`config.mk`:
```
export PLATFORM = sky130hd
export DESIGN_NAME = rng_neighbor_select_flat
export DESIGN_NICKNAME = d
export VERILOG_FILES = /design/src/rtl/rng_neighbor_select_pkg.sv /design/src/rtl/rng_neighbor_select_if.sv /design/src/rtl/rng_neighbor_select_lfsr16.sv /design/src/rtl/rng_neighbor_select.sv /design/src/flat_wrapper.sv
export SDC_FILE = /design/constraint.sdc
export NUM_CORES = 1
export LEC_CHECK = 0
export CORE_UTILIZATION = 54
export DETAILED_ROUTE_END_ITERATION = 8
export PLACE_DENSITY = 0.83
export SYNTH_ARGS = -nofsm -noshare
export SYNTH_HDL_FRONTEND = slang
export SYNTH_SLANG_ARGS = --single-unit
```
`constraint.sdc`:
```
create_clock -name i_clock -period 5.2 [get_ports i_clock]
set_input_delay 0.78 -clock i_clock [delete_from_list [all_inputs] [get_ports i_clock]]
set_output_delay 0.78 -clock i_clock [all_outputs]
set_load 0.01 [all_outputs]
```
`src/rtl/rng_neighbor_select_pkg.sv`:
```
// Shared constants and types for the neighbor selector: word width, LFSR seed/taps,
// FSM states and the data-memory geometry that the neighbor table lives in.
package rng_neighbor_select_pkg;

    localparam int          WORD_WIDTH   = 16;
    localparam logic [15:0] DEFAULT_SEED = 16'hACE1;
    // x^16+x^14+x^13+x^11+1 in right-shift form: feedback from bits 0,2,3,5
    localparam logic [15:0] LFSR_TAPS    = 16'h002D;

    localparam int          MEM_DEPTH    = 2048;
    localparam int          MEM_WIDTH    = 8;

    typedef enum logic [1:0] {
        ST_IDLE = 2'd0,
        ST_DIV  = 2'd1,
        ST_DONE = 2'd2
    } sel_state_t;

endpackage

```
`src/rtl/rng_neighbor_select_if.sv`:
```
// Bus between the routing/winner-policy FSM (master) and the neighbor selector (slave).
interface rng_neighbor_select_if;
    import rng_neighbor_select_pkg::*;

    logic                  start;
    logic [WORD_WIDTH-1:0] count;
    logic [WORD_WIDTH-1:0] mem_addr;
    logic [WORD_WIDTH-1:0] mem_data;
    logic [WORD_WIDTH-1:0] rng_out;
    logic [WORD_WIDTH-1:0] rng_out_4bit;
    logic [WORD_WIDTH-1:0] which;
    logic [WORD_WIDTH-1:0] rng_address;
    logic                  done;

    modport master (
        output start, count, mem_addr, mem_data,
        input  rng_out, rng_out_4bit, which, rng_address, done
    );

    modport slave (
        input  start, count, mem_addr, mem_data,
        output rng_out, rng_out_4bit, which, rng_address, done
    );

endinterface

```
`src/rtl/rng_neighbor_select_lfsr16.sv`:
```
// Free-running 16-bit Fibonacci LFSR with an optional XOR mix input.
// An all-zero next state is replaced by the seed so the sequence can never lock up.
module lfsr16
    import rng_neighbor_select_pkg::*;
#(
    parameter logic [15:0] SEED = DEFAULT_SEED
) (
    input  logic        i_clock,
    input  logic        i_nreset,
    input  logic [15:0] i_mix,
    output logic [15:0] o_state
);

    logic [15:0] r_state;
    logic        w_fb;
    logic [15:0] w_next;

    always_comb begin
        w_fb   = ^(r_state & LFSR_TAPS);
        w_next = {w_fb, r_state[15:1]} ^ i_mix;
    end

    always_ff @(posedge i_clock or negedge i_nreset) begin
        if (!i_nreset)
            r_state <= SEED;
        else if (w_next == 16'h0000)
            r_state <= SEED;
        else
            r_state <= w_next;
    end

    assign o_state = r_state;

endmodule

```
`src/rtl/rng_neighbor_select.sv`:
```
// Random neighbor selector: captures an LFSR word on start, reduces it modulo count by
// restoring division, returns index and table byte address. Build option: RNG_ENTROPY_MIX_EN.
//
//   state   | meaning
//   IDLE    | waiting for start; last result held on which/rng_address
//   DIV     | one quotient bit per clock, 16 clocks
//   DONE    | done=1, result held until start drops
module rng_neighbor_select
    import rng_neighbor_select_pkg::*;
#(
    parameter logic [15:0] SEED        = DEFAULT_SEED,
    parameter logic [15:0] BASE_ADDR   = 16'h0100,
    parameter int          ENTRY_SHIFT = 1
) (
    input  logic                 i_clock,
    input  logic                 i_nreset,
    rng_neighbor_select_if.slave bus
);

    logic [15:0] w_mix;
    logic [15:0] w_rng;

`ifdef RNG_ENTROPY_MIX_EN
    assign w_mix = bus.mem_data ^ bus.mem_addr;
`else
    logic w_unused_mem;
    assign w_mix        = 16'h0000;
    assign w_unused_mem = ^{bus.mem_data, bus.mem_addr};
`endif

    lfsr16 #(.SEED(SEED)) u_lfsr (
        .i_clock  (i_clock),
        .i_nreset (i_nreset),
        .i_mix    (w_mix),
        .o_state  (w_rng)
    );

    sel_state_t  r_state;
    logic [15:0] r_dividend;
    logic [15:0] r_divisor;
    logic [16:0] r_rem;
    logic [3:0]  r_bit_cnt;
    logic [15:0] r_which;
    logic [15:0] r_addr;
    logic        r_done;

    logic [16:0] w_rem_shift;
    logic [16:0] w_rem_next;
    logic [15:0] w_offset;

    // Remainder stays below the 16-bit divisor, so the 17-bit shift never loses a bit
    always_comb begin
        w_rem_shift = {r_rem[15:0], r_dividend[15]};
        if (w_rem_shift >= {1'b0, r_divisor})
            w_rem_next = w_rem_shift - {1'b0, r_divisor};
        else
            w_rem_next = w_rem_shift;
        w_offset = w_rem_next[15:0] << ENTRY_SHIFT;
    end

    always_ff @(posedge i_clock or negedge i_nreset) begin
        if (!i_nreset) begin
            r_state    <= ST_IDLE;
            r_dividend <= '0;
            r_divisor  <= '0;
            r_rem      <= '0;
            r_bit_cnt  <= '0;
            r_which    <= '0;
            r_addr     <= '0;
            r_done     <= 1'b0;
        end else begin
            case (r_state)
                ST_IDLE: begin
                    if (bus.start) begin
                        r_dividend <= w_rng;
                        r_divisor  <= bus.count;
                        if (bus.count == 16'h0000) begin
                            r_which <= '0;
                            r_addr  <= BASE_ADDR;
                            r_done  <= 1'b1;
                            r_state <= ST_DONE;
                        end else begin
                            r_rem     <= '0;
                            r_bit_cnt <= '0;
                            r_state   <= ST_DIV;
                        end
                    end
                end
                ST_DIV: begin
                    r_rem      <= w_rem_next;
                    r_dividend <= r_dividend << 1;
                    r_bit_cnt  <= r_bit_cnt + 4'd1;
                    if (r_bit_cnt == 4'd15) begin
                        r_which <= w_rem_next[15:0];
                        r_addr  <= BASE_ADDR + w_offset;
                        r_done  <= 1'b1;
                        r_state <= ST_DONE;
                    end
                end
                ST_DONE: begin
                    if (!bus.start) begin
                        r_done  <= 1'b0;
                        r_state <= ST_IDLE;
                    end
                end
                default: begin
                    r_done  <= 1'b0;
                    r_state <= ST_IDLE;
                end
            endcase
        end
    end

    assign bus.rng_out      = w_rng;
    assign bus.rng_out_4bit = {12'h000, w_rng[3:0]};
    assign bus.which        = r_which;
    assign bus.rng_address  = r_addr;
    assign bus.done         = r_done;

endmodule

```
`src/flat_wrapper.sv`:
```
// flat-port wrapper written by rule: the top's interface ports become plain ports
module rng_neighbor_select_flat import rng_neighbor_select_pkg::*;
#(
    parameter logic [15:0] SEED        = DEFAULT_SEED,
    parameter logic [15:0] BASE_ADDR   = 16'h0100,
    parameter int          ENTRY_SHIFT = 1
)
  (i_clock, i_nreset, bus_start, bus_count, bus_mem_addr, bus_mem_data, bus_rng_out, bus_rng_out_4bit, bus_which, bus_rng_address, bus_done);
  rng_neighbor_select_if bus_i ();
  input  logic i_clock;
  input  logic i_nreset;
  input wire logic [$bits(bus_i.start)-1:0] bus_start;
  input wire logic [$bits(bus_i.count)-1:0] bus_count;
  input wire logic [$bits(bus_i.mem_addr)-1:0] bus_mem_addr;
  input wire logic [$bits(bus_i.mem_data)-1:0] bus_mem_data;
  output wire logic [$bits(bus_i.rng_out)-1:0] bus_rng_out;
  output wire logic [$bits(bus_i.rng_out_4bit)-1:0] bus_rng_out_4bit;
  output wire logic [$bits(bus_i.which)-1:0] bus_which;
  output wire logic [$bits(bus_i.rng_address)-1:0] bus_rng_address;
  output wire logic [$bits(bus_i.done)-1:0] bus_done;
  assign bus_i.start = bus_start;
  assign bus_i.count = bus_count;
  assign bus_i.mem_addr = bus_mem_addr;
  assign bus_i.mem_data = bus_mem_data;
  assign bus_rng_out = bus_i.rng_out;
  assign bus_rng_out_4bit = bus_i.rng_out_4bit;
  assign bus_which = bus_i.which;
  assign bus_rng_address = bus_i.rng_address;
  assign bus_done = bus_i.done;
  rng_neighbor_select #(.SEED(SEED), .BASE_ADDR(BASE_ADDR), .ENTRY_SHIFT(ENTRY_SHIFT)) u_core (.i_clock(i_clock), .i_nreset(i_nreset), .bus(bus_i));
endmodule
```
==> results of run 1 <==
-- final timing paths --
path,from,to,cells past startpoint
worst max-delay path,u_core.r_rem[7],u_core.bus.rng_address[14],10
max in group asynchronous,i_nreset,u_core.r_rem[9],2
min in group i_clock,u_core.u_lfsr.o_state[10],u_core.u_lfsr.o_state[9],0
worst max register to register,u_core.r_rem[7],u_core.bus.rng_address[14],10
worst min-delay path,i_nreset,u_core.bus.which[13],1
worst min register to register,u_core.u_lfsr.o_state[10],u_core.u_lfsr.o_state[9],0
-- sequential cells by signal (all words and copies together), names as in the netlist --
| register | cells |
|---|---|
| u_core.bus.which | 16 |
| u_core.bus.done | 1 |
| u_core.r_rem | 16 |
| u_core.u_lfsr.o_state | 16 |
| u_core.r_bit_cnt | 4 |
| u_core.r_dividend | 16 |
| u_core.r_divisor | 16 |
| u_core.r_state | 2 |
| u_core.bus.rng_address | 8 |
-- logic make-up (layout without fill, tap and decap cells) --
group,count (synthesis),count (layout)
compound gates,131,131
fa+ha+maj,18,18
xor+xnor,20,20
other cells,1,13
simple gates,152,152
buf+inv,77,113
mux,25,25
flops,95,95
-- cells in the final DEF, fill, tap and decap left out, types with 4 or more instances in the layout --
master            n
mux2i_1          20
o21ai_0          49
o31ai_1          11
xnor2_1          15
nand4_1           4
o21a_1            4
o211ai_1          4
buf_4             5
a22o_1            4
a21o_1            5
xor2_1            5
clkdlybuf4s50_1  69
nand2b_1          6
clkbuf_8          9
o21ai_1           4
conb_1           13
or3_1             4
or2_2             8
a21oi_1          32
nor2_1           35
nor3_1            6
nor4_1            8
nand2_1          64
ha_1             17
inv_1            23
dfrtp_1          87
dfstp_2           8
-- metal layers --
layer / vias up / GRT usage (%)
li1: 1844 / -
met1: 1860 / 29.2
met2: 111 / 41.3
met3: 15 / 4.61
met4: 0 / 7.46
met5: - / 0
-- where the power goes --
group	leakage, nW	internal (W)	total (W)	switching, W
sequential	1.14	0.00104	0.00124	0.000205
combinational	1.31	0.00118	0.00281	0.00163
clock	0.0891	0.000225	0.000491	0.000265
total	2.53	0.00244	0.00454	0.00210
-- through the flow --
| stage | util (%) | hold WS, ns | area [um2] | setup slack, ns | total power, W |
|---|---|---|---|---|---|
| 2_1_floorplan | - | 0.446 | 5080 | 2.35 | 0.00336 |
| 3_3_place_gp | 63.4 | 0.414 | 5640 | 1.62 | 0.00394 |
| 3_5_place_dp | 63.4 | 0.415 | 5640 | 1.58 | 0.00404 |
| 4_1_cts | 65.6 | 0.430 | 5840 | 1.63 | 0.00455 |
| 5_1_grt | 65.6 | 0.439 | 5840 | 1.37 | 0.00490 |
| 6_report | 65.6 | 0.420 | 5840 | 1.59 | 0.00454 |
-- final cells by class --
class,instances,area [um2]
well taps,108,135
inverters,23,86.3
repair buffers,74,728
flip-flops and latches,95,2390
clock inverters,6,70.1
fillers,720,3060
multi-input cells,359,2300
clock buffers,10,128
==> metrics.md, run 1 <==
| Metric | Value |
|---|---|
| Status | complete, but fails checks |
| Failing checks | design-rule violations |
| Worst R2R Setup Slack | 1.59 ns |
| Initial Util | 56.6% |
| Met3 WL post-DR | 471 um |
| Mapped Cells | 519 |
| Compound-Gate Fraction of Synth Area | 16.1% |
| VDD IR max | 0.390 mV |
| Multiplexer share of the synthesized area | 5.64% |
| Final period utilization | 69.5% |
| Placer Congestion | 0.827 |
| Synth area leaders | dfrtp_1 (43%), o21ai_0 (4.9%), nand2_1 (4.8%) |
| Drt drc | 5 |
| Layout cell share with drive strength beyond 1 | 9.70% |
| Drt first pass iters | 8 |
| PwrDens | 778 nW/um2 |
| Buf/Inv on CP | 1 |
| Met2 Routed Length | 5580 um |
| CP max FO | 16 |
| Flop and latch count out of synthesis | 95 |
| Avg Synthesized Cell Area | 9.70 um2 |
| Routed WL | 10,800 um |
| Most used DFF post-synth | dfrtp_1 |
| WP data arrival | 3.87 ns |
| Most frequent cell after synthesis | dfrtp_1 |
| Top sig layer | met4 |
| Worst-path clk slew | 0.10 ns |
| CP Cell Sequence | ha_1, nand2_1, o21ai_0, inv_1, a21oi_2, or3_1, mux2i_4, nor3_4, xnor2_1, a22o_1 |
| Skew-Pair Late Insertion Delay | 0.36 ns |
| Top cells by instance count after synthesis | dfrtp_1 (87), nand2_1 (64), o21ai_0 (49) |
| Placed Instances | 659 |
| Core box area | 8890 um2 |
| Grt ovf | 0 |
| Non-Filler Instances | 675 |
| Synth area leader | dfrtp_1 |
| Register area share after synthesis | 47.4% |
| First-pass GRT wire length | 18,000 um |
| Area share of and/or/nand/nor cells after synthesis | 14.9% |
| Initial antenna violation count | 0 |
| Clock buffer count from CTS | 9 |
| Nets@finish | 631 |
| Synth top area share | 43.3% |
| Hold-fix buffers at CTS | 0 |
| WL/cell | 15.9 um |
| FMAX | 277 MHz |
| RSZ-0062 raised after global routing | no |
| Sum Neg Setup Slack | 0 ns |
| Area growth syn-to-layout | 16.0% |
| Xor/xnor share of the synthesized area | 3.48% |
| Vias in the first global route | 3,750 |
| Final hold violations | 0 |
| Ant diodes | 0 |
| Largest net degree at the start of global routing | 54 |
| M1 WL | 4510 um |
| Via count | 3,830 |
| Critical path required time | 5.46 ns |
| H-tree Lvls | 3 |
| Max-cap violations | 0 |
| Post-route ant nets | 0 |
| # rows | 34 |
| CTS Buffer Depth | 2 |
| Number of synthesized flops with an enable pin | 0 |
| GRT Resource Usage Total | 23.5% |
| HPWL after DPL | 7810 um |
| Post-CTS Setup Inserts | 0 |
| HP Class | input port to async pin |
| Largest delay contributor family on the critical path | simple AND/OR/NAND/NOR gates |
| Slew Limit Fails | 0 |
| Die span in x | 98.5 um |
| Skew final | 0.0146 ns |
| Syn Std Cell Area | 5030 um2 |
| Post-CTS resize count | 0 |
| Final setup violation count | 0 |
| Clock Root Buffer | clkbuf_8 |
| Slew @ Worst Pin | 0.999 ns |
| Yosys warnings | 0 |
| Die height | 98.5 um |
| Crit path kind | flip-flop to flip-flop |
| Peak per-stage delay on the critical path | 0.79 ns |
| Via/cell ratio | 5.67 |
| PortBufs | 70 |
| Slowest CP cell | or3_1 |
| Starting DRT DRC Count | 200 |
| Minimum clock period | 3.61 ns |
| CP startpoint kind | flip-flop |
| Clk sinks | 95 |
| Worst slew margin | 33.4% |
| Ys async rst share | 100% |
| Synth cell types | 55 |
| Die ar. | 9710 um2 |
| CTS tree | done |
| CP Capture Type | flip-flop |
| Num ports | 116 |
| Leakage | 2.53 nW |
| Synth Area in Adders | 4.62% |
| Largest family of logic cells by synthesized area | compound AO/OA/AOI/OAI gates |
No activity file was read; power rests on OpenSTA's default activity.
==> inputs of run 2 (changes only) <==
--- a/config.mk
+++ b/config.mk
@@ -5,9 +5,9 @@
 export SDC_FILE = /design/constraint.sdc
 export NUM_CORES = 1
 export LEC_CHECK = 0
-export CORE_UTILIZATION = 54
+export CORE_UTILIZATION = 51
 export DETAILED_ROUTE_END_ITERATION = 8
-export PLACE_DENSITY = 0.83
+export PLACE_DENSITY = 0.79
 export SYNTH_ARGS = -nofsm -noshare
 export SYNTH_HDL_FRONTEND = slang
 export SYNTH_SLANG_ARGS = --single-unit
==> constraint.sdc (replaced) <==
create_clock -name i_clock -period 3.65 [get_ports i_clock]
set_input_delay 0.5475 -clock i_clock [delete_from_list [all_inputs] [get_ports i_clock]]
set_output_delay 0.5475 -clock i_clock [all_outputs]
set_load 0.01 [all_outputs]
==> run 2 against run 1 <==
Clock skew decreased by 0.0063 ns. Worst hold slack got worse by 0.33 ns. Cell area rose by 1.2%. Register-to-register slack worse by 1.2 ns. Wire length shrank 0.13%. Global-route usage shrank 0.59 points. Clock power rose by 40%. Critical endpoint is now u_core.bus.rng_address[11]. Power increased by 43%. Largest cell class unchanged. Clock-buffer cell count increased by 4. The flow now finishes without violations. Sequential cell count unchanged.
==> metrics.md, run 2 (synthesis results as in run 1) <==
| Metric | Value |
|---|---|
| Crit path kind | flip-flop to flip-flop (unchanged) |
| CTS Buffer Depth | 2 (unchanged) |
| Slew @ Worst Pin | 0.804 ns (was 0.999 ns) |
| Sequential cell area | 2390 um2 (unchanged) |
| Commonest cells after routing, fill and taps aside | dfrtp_1 (87), clkdlybuf4s50_1 (69), nand2_1 (64) (unchanged) |
| Die ar. | 10,300 um2 (was 9710 um2) |
| CP Cell Sequence | ha_1, nand2_1, o21ai_0, inv_1, a21oi_2, or3_1, buf_4, mux2i_2, nor3_2, xor2_1, o21ai_1 (was ha_1, nand2_1, o21ai_0, inv_1, a21oi_2, or3_1, mux2i_4, nor3_4, xnor2_1, a22o_1) |
| Area growth syn-to-layout | 17.4% (was 16.0%) |
| FMAX | 306 MHz (was 277 MHz) |
| DP Worst Slack | 0.413 ns (was 1.58 ns) |
| First-pass GRT wire length | 18,300 um (was 18,000 um) |
| Drt first pass iters | 4 (was 8) |
| Max-cap violations | 0 (unchanged) |
| Filler cell count | 782 (was 720) |
| CP startpoint kind | flip-flop (unchanged) |
| Commonest non-fill, non-tap cell in the layout | dfrtp_1 (unchanged) |
| H-tree Lvls | 3 (unchanged) |
| Via count | 3,847 (was 3,830) |
| Routed WL | 10,700 um (was 10,800 um) |
| Starting DRT DRC Count | 191 (was 200) |
| Area of the multi-input gates | 2300 um2 (unchanged) |
| Skew final | 0.00830 ns (was 0.0146 ns) |
| Placer Congestion | 0.859 (was 0.827) |
| Via/cell ratio | 5.47 (was 5.67) |
| Initial Util | 53.4% (was 56.6%) |
| Post-route ant nets | 0 (unchanged) |
| Drt drc | 0 (was 5) |
| VDD IR max | 0.597 mV (was 0.390 mV) |
| Worst-path clk slew | 0.09 ns (was 0.10 ns) |
| HP Class | input port to async pin (unchanged) |
| Minimum clock period | 3.27 ns (was 3.61 ns) |
| CP max FO | 12 (was 16) |
| Placed Instances | 687 (was 659) |
| Num ports | 116 (unchanged) |
| PwrDens | 1100 nW/um2 (was 778 nW/um2) |
| Largest delay contributor family on the critical path | compound AO/OA/AOI/OAI gates (was simple AND/OR/NAND/NOR gates) |
| Status | complete, no violations (was complete, but fails checks) |
| Largest net degree at the start of global routing | 53 (was 54) |
| WP data arrival | 3.55 ns (was 3.87 ns) |
| Reg-to-reg critical path startpoint | u_core.r_rem[7] (unchanged) |
| Post-CTS resize count | 0 (unchanged) |
| Post-CTS Setup Inserts | 0 (unchanged) |
| Final hold violations | 0 (unchanged) |
| Peak per-stage delay on the critical path | 0.49 ns (was 0.79 ns) |
| Worst setup path start | u_core.r_rem[7] (unchanged) |
| Nets@finish | 638 (was 631) |
| Grt ovf | 0 (unchanged) |
| Ant diodes | 0 (unchanged) |
| Layout cell share with drive strength beyond 1 | 10.3% (was 9.70%) |
| Vias in the first global route | 3,762 (was 3,750) |
| Clock buffer count from CTS | 9 (unchanged) |
| CP Capture Type | flip-flop (unchanged) |
| Slowest CP cell | ha_1 (was or3_1) |
| Sum Neg Setup Slack | 0 ns (unchanged) |
| Final setup violation count | 0 (unchanged) |
| WL/cell | 15.3 um (was 15.9 um) |
| PortBufs | 70 (unchanged) |
| Die span in x | 101 um (was 98.5 um) |
| Non-Filler Instances | 703 (was 675) |
| Worst slew margin | 46.0% (was 33.4%) |
| Slew Limit Fails | 0 (unchanged) |
| Hold-fix buffers at CTS | 0 (unchanged) |
| Final period utilization | 89.6% (was 69.5%) |
| Skew-Pair Late Insertion Delay | 0.35 ns (was 0.36 ns) |
| Die height | 101 um (was 98.5 um) |
| Clk sinks | 95 (unchanged) |
| Clock Root Buffer | clkbuf_8 (unchanged) |
| GRT Resource Usage Total | 22.9% (was 23.5%) |
| Leakage | 2.57 nW (was 2.53 nW) |
| CTS tree | done (unchanged) |
| Initial antenna violation count | 0 (unchanged) |
| Critical path required time | 3.93 ns (was 5.46 ns) |
| HPWL after DPL | 8010 um (was 7810 um) |
| Buf/Inv on CP | 2 (was 1) |
| # rows | 35 (was 34) |
| RSZ-0062 raised after global routing | no (unchanged) |
| Core box area | 9420 um2 (was 8890 um2) |
| Final WS setup | 0.380 ns (was 1.59 ns) |
==> run 2: cell types whose count changed in the layout (fill, tap and decap cells not counted) <==
cell        previous run  this run
clkinvlp_4             3         0
clkbuf_8               9        10
clkbuf_1               1         4
clkinv_4               1         0
buf_4                  5        12
==> run 2: metrics by stage <==
stage / power [W] / area [um2] / utilization (%) / hold slack, ns
2_1_floorplan: 0.00478 / 5080 / - / 0.252
3_3_place_gp: 0.00567 / 5720 / 60.7 / 0.413
3_5_place_dp: 0.00582 / 5720 / 60.7 / 0.414
4_1_cts: 0.00653 / 5910 / 62.8 / 0.100
5_1_grt: 0.00706 / 5910 / 62.8 / 0.0951
6_report: 0.00651 / 5910 / 62.8 / 0.0869
==> run 2: area by class of cell <==
| type | instances | area share (%) |
|---|---|---|
| tap | 129 | 2.73 |
| sequential | 95 | 40.4 |
| inverter | 23 | 1.46 |
| clock buffer | 14 | 2.58 |
| multi-input combinational | 359 | 38.9 |
| clock inverter | 2 | 0.657 |
| timing repair buffer | 81 | 13.2 |
==> run 2: final timing paths <==
check                      cells after the start  slack [ns]                          to
max                                           11        0.38  u_core.bus.rng_address[11]
max in group asynchronous                      2        2.75    u_core.u_lfsr.o_state[5]
min                                            1        0.09        u_core.bus.which[11]
max reg2reg                                   11        0.38  u_core.bus.rng_address[11]
min reg2reg                                    0        0.43   u_core.u_lfsr.o_state[12]
min in group i_clock                           0        0.43   u_core.u_lfsr.o_state[12]
==> run 2: routing by layer <==
metal  wire [um]  global-route usage [%]  up-vias
li1            -                       -     1852
met1        4790                    29.7     1868
met2        5350                    39.2      107
met3         369                    3.86       20
met4         239                    7.25        0
met5           0                       0        -
==> run 2: report_power, final <==
group          internal (W)  switching (W)  leakage, nW  total, W
Sequential          0.00148       0.000294         1.14   0.00177
Combinational       0.00173        0.00232         1.34   0.00405
Clock              0.000340       0.000345       0.0953  0.000685
Total               0.00355        0.00296         2.57   0.00651
==> inputs of run 3 (changes only) <==
--- a/config.mk
+++ b/config.mk
@@ -5,7 +5,9 @@
 export SDC_FILE = /design/constraint.sdc
 export NUM_CORES = 1
 export LEC_CHECK = 0
-export CORE_UTILIZATION = 51
+export CELL_PAD_IN_SITES_DETAIL_PLACEMENT = 2
+export CELL_PAD_IN_SITES_GLOBAL_PLACEMENT = 2
+export CORE_UTILIZATION = 31
 export DETAILED_ROUTE_END_ITERATION = 8
 export PLACE_DENSITY = 0.79
 export SYNTH_ARGS = -nofsm -noshare
==> run 3 against run 2 <==
Via count grew 3.7%. Wire length increased by 33%. Fmax is 2.1% lower. Sequential cell count unchanged. Worst hold slack gained 0.11 ns. Critical path type unchanged.
==> metrics.md, run 3 (synthesis results as in run 1) <==
| Metric | Value |
|---|---|
| Reg2reg path depth | 11 (unchanged) |
| VDD IR max | 0.352 mV (was 0.597 mV) |
| Clock buffer count from CTS | 9 (unchanged) |
| First-pass GRT wire length | 23,400 um (was 18,300 um) |
| Via count | 3,989 (was 3,847) |
| # rows | 46 (was 35) |
| RSZ-0062 raised after global routing | no (unchanged) |
| Skew final | 0.0122 ns (was 0.00830 ns) |
| Core box area | 15,900 um2 (was 9420 um2) |
| Post-route ant nets | 0 (unchanged) |
| CTS tree | done (unchanged) |
| Ant diodes | 0 (unchanged) |
| Layout cell share with drive strength beyond 1 | 11.1% (was 10.3%) |
| Die height | 129 um (was 101 um) |
| Slew Limit Fails | 0 (unchanged) |
| Sum Neg Setup Slack | 0 ns (unchanged) |
| WP data arrival | 3.58 ns (was 3.55 ns) |
| CTS Buffer Depth | 2 (unchanged) |
| Filler cell count | 1,762 (was 782) |
| Initial antenna violation count | 0 (unchanged) |
| Max-cap violations | 0 (unchanged) |
| Final period utilization | 91.6% (was 89.6%) |
| Initial Util | 31.7% (was 53.4%) |
| Final hold violations | 0 (unchanged) |
| Placer Congestion | 0.819 (was 0.859) |
| HP Class | input port to async pin (unchanged) |
| CP Capture Type | flip-flop (unchanged) |
| WL/cell | 18.1 um (was 15.3 um) |
| Starting DRT DRC Count | 112 (was 191) |
| Hold-fix buffers at CTS | 0 (unchanged) |
| HPWL after DPL | 10,500 um (was 8010 um) |
| Drt drc | 0 (unchanged) |
| Final setup violation count | 0 (unchanged) |
| Commonest non-fill, non-tap cell in the layout | dfrtp_1 (unchanged) |
| Sequential cell area | 2390 um2 (unchanged) |
| Status | complete, no violations (unchanged) |
| PwrDens | 1160 nW/um2 (was 1100 nW/um2) |
| CP startpoint kind | flip-flop (unchanged) |
| Leakage | 2.64 nW (was 2.57 nW) |
| Post-CTS resize count | 0 (unchanged) |
| CP Cell Sequence | ha_1, fa_1, nor2b_1, o211ai_1, a2111oi_0, o21ai_0, o311a_1, a2bb2oi_4, nor3_4, xnor2_1, a22o_1 (was ha_1, nand2_1, o21ai_0, inv_1, a21oi_2, or3_1, buf_4, mux2i_2, nor3_2, xor2_1, o21ai_1) |
| H-tree Lvls | 3 (unchanged) |
| Area growth syn-to-layout | 22.5% (was 17.4%) |
| Drt first pass iters | 4 (unchanged) |
| Grt ovf | 0 (unchanged) |
| Nets@finish | 638 (unchanged) |
| Worst slew margin | 47.5% (was 46.0%) |
| CP Depth | 11 (unchanged) |
| Peak per-stage delay on the critical path | 0.58 ns (was 0.49 ns) |
| Die span in x | 129 um (was 101 um) |
| Buf/Inv on CP | 0 (was 2) |
| Minimum clock period | 3.34 ns (was 3.27 ns) |
| Post-CTS Setup Inserts | 0 (unchanged) |
| Routed WL | 14,300 um (was 10,700 um) |
| Via/cell ratio | 5.05 (was 5.47) |
| Vias in the first global route | 4,423 (was 3,762) |
| Clock Root Buffer | clkbuf_16 (was clkbuf_8) |
| Crit path kind | flip-flop to flip-flop (unchanged) |
| Fin util | 38.8% (was 62.8%) |
| Clk sinks | 95 (unchanged) |
| Largest net degree at the start of global routing | 53 (unchanged) |
| Commonest cells after routing, fill and taps aside | dfrtp_1 (87), clkdlybuf4s50_1 (69), nand2_1 (64) (unchanged) |
| CP max FO | 6 (was 12) |
| Slowest CP cell | a2111oi_0 (was ha_1) |
| Die ar. | 16,700 um2 (was 10,300 um2) |
| Critical path required time | 3.89 ns (was 3.93 ns) |
| GRT Resource Usage Total | 18.4% (was 22.9%) |
| Largest delay contributor family on the critical path | compound AO/OA/AOI/OAI gates (unchanged) |
| FMAX | 299 MHz (was 306 MHz) |
| Slew @ Worst Pin | 0.782 ns (was 0.804 ns) |
| Worst R2R Setup Slack | 0.31 ns (was 0.38 ns) |
| Skew-Pair Late Insertion Delay | 0.36 ns (was 0.35 ns) |
| Area of the multi-input gates | 2310 um2 (was 2300 um2) |
| PortBufs | 70 (unchanged) |
| Worst-path clk slew | 0.07 ns (was 0.09 ns) |
| Num ports | 116 (unchanged) |
==> run 3: cell types whose count changed in the layout (fill, tap and decap cells not counted), sizes merged <==
cell,previous run,this run
clkinv,0,2
bufinv,1,2
clkbuf,14,11
==> run 3: worst paths after layout <==
check	from	endpoint
max	u_core.r_divisor[0]	u_core.bus.rng_address[14]
min	i_nreset	u_core.bus.rng_address[12]
max reg2reg	u_core.r_divisor[0]	u_core.bus.rng_address[14]
min reg2reg	u_core.u_lfsr.o_state[10]	u_core.u_lfsr.o_state[9]
max in group asynchronous	i_nreset	u_core.u_lfsr.o_state[13]
min in group i_clock	u_core.u_lfsr.o_state[10]	u_core.u_lfsr.o_state[9]
==> run 3: power by group <==
| group | internal (W) | switching, W | leakage, nW |
|---|---|---|---|
| clock network | 0.000638 | 0.000422 | 0.166 |
| logic | 0.00174 | 0.00255 | 1.34 |
| registers | 0.00148 | 0.000309 | 1.14 |
==> run 3: cell type report <==
cell class                 count  area share [%]
tap                          216            4.39
timing repair buffer          81            12.7
multi-input combinational    359            37.4
inverter                      23            1.40
sequential                    95            38.7
clock inverter                 5            1.28
clock buffer                  11            4.10
==> run 3: metal layers <==
| layer | part of all wire, % | GRT usage (%) |
|---|---|---|
| met4 | 3.4 | 9.17 |
| met2 | 53 | 33.0 |
| met3 | 3.0 | 3.47 |
| met1 | 41 | 21.0 |
| met5 | 0 | 0 |
==> run 3: per-stage QoR <==
| stage | total power [W] | std cells | area (um2) | worst slack (ns) | hold slack, ns |
|---|---|---|---|---|---|
| after floorplan | 0.00478 | 531 | 5080 | 0.802 | 0.252 |
| after global placement | 0.00579 | 774 | 5830 | 0.315 | 0.416 |
| after detailed placement | 0.00607 | 774 | 5830 | 0.175 | 0.416 |
| after CTS | 0.00723 | 790 | 6160 | 0.0806 | 0.217 |
| after global routing | 0.00768 | 790 | 6160 | 0.139 | 0.244 |
| final | 0.00714 | 790 | 6160 | 0.308 | 0.198 |
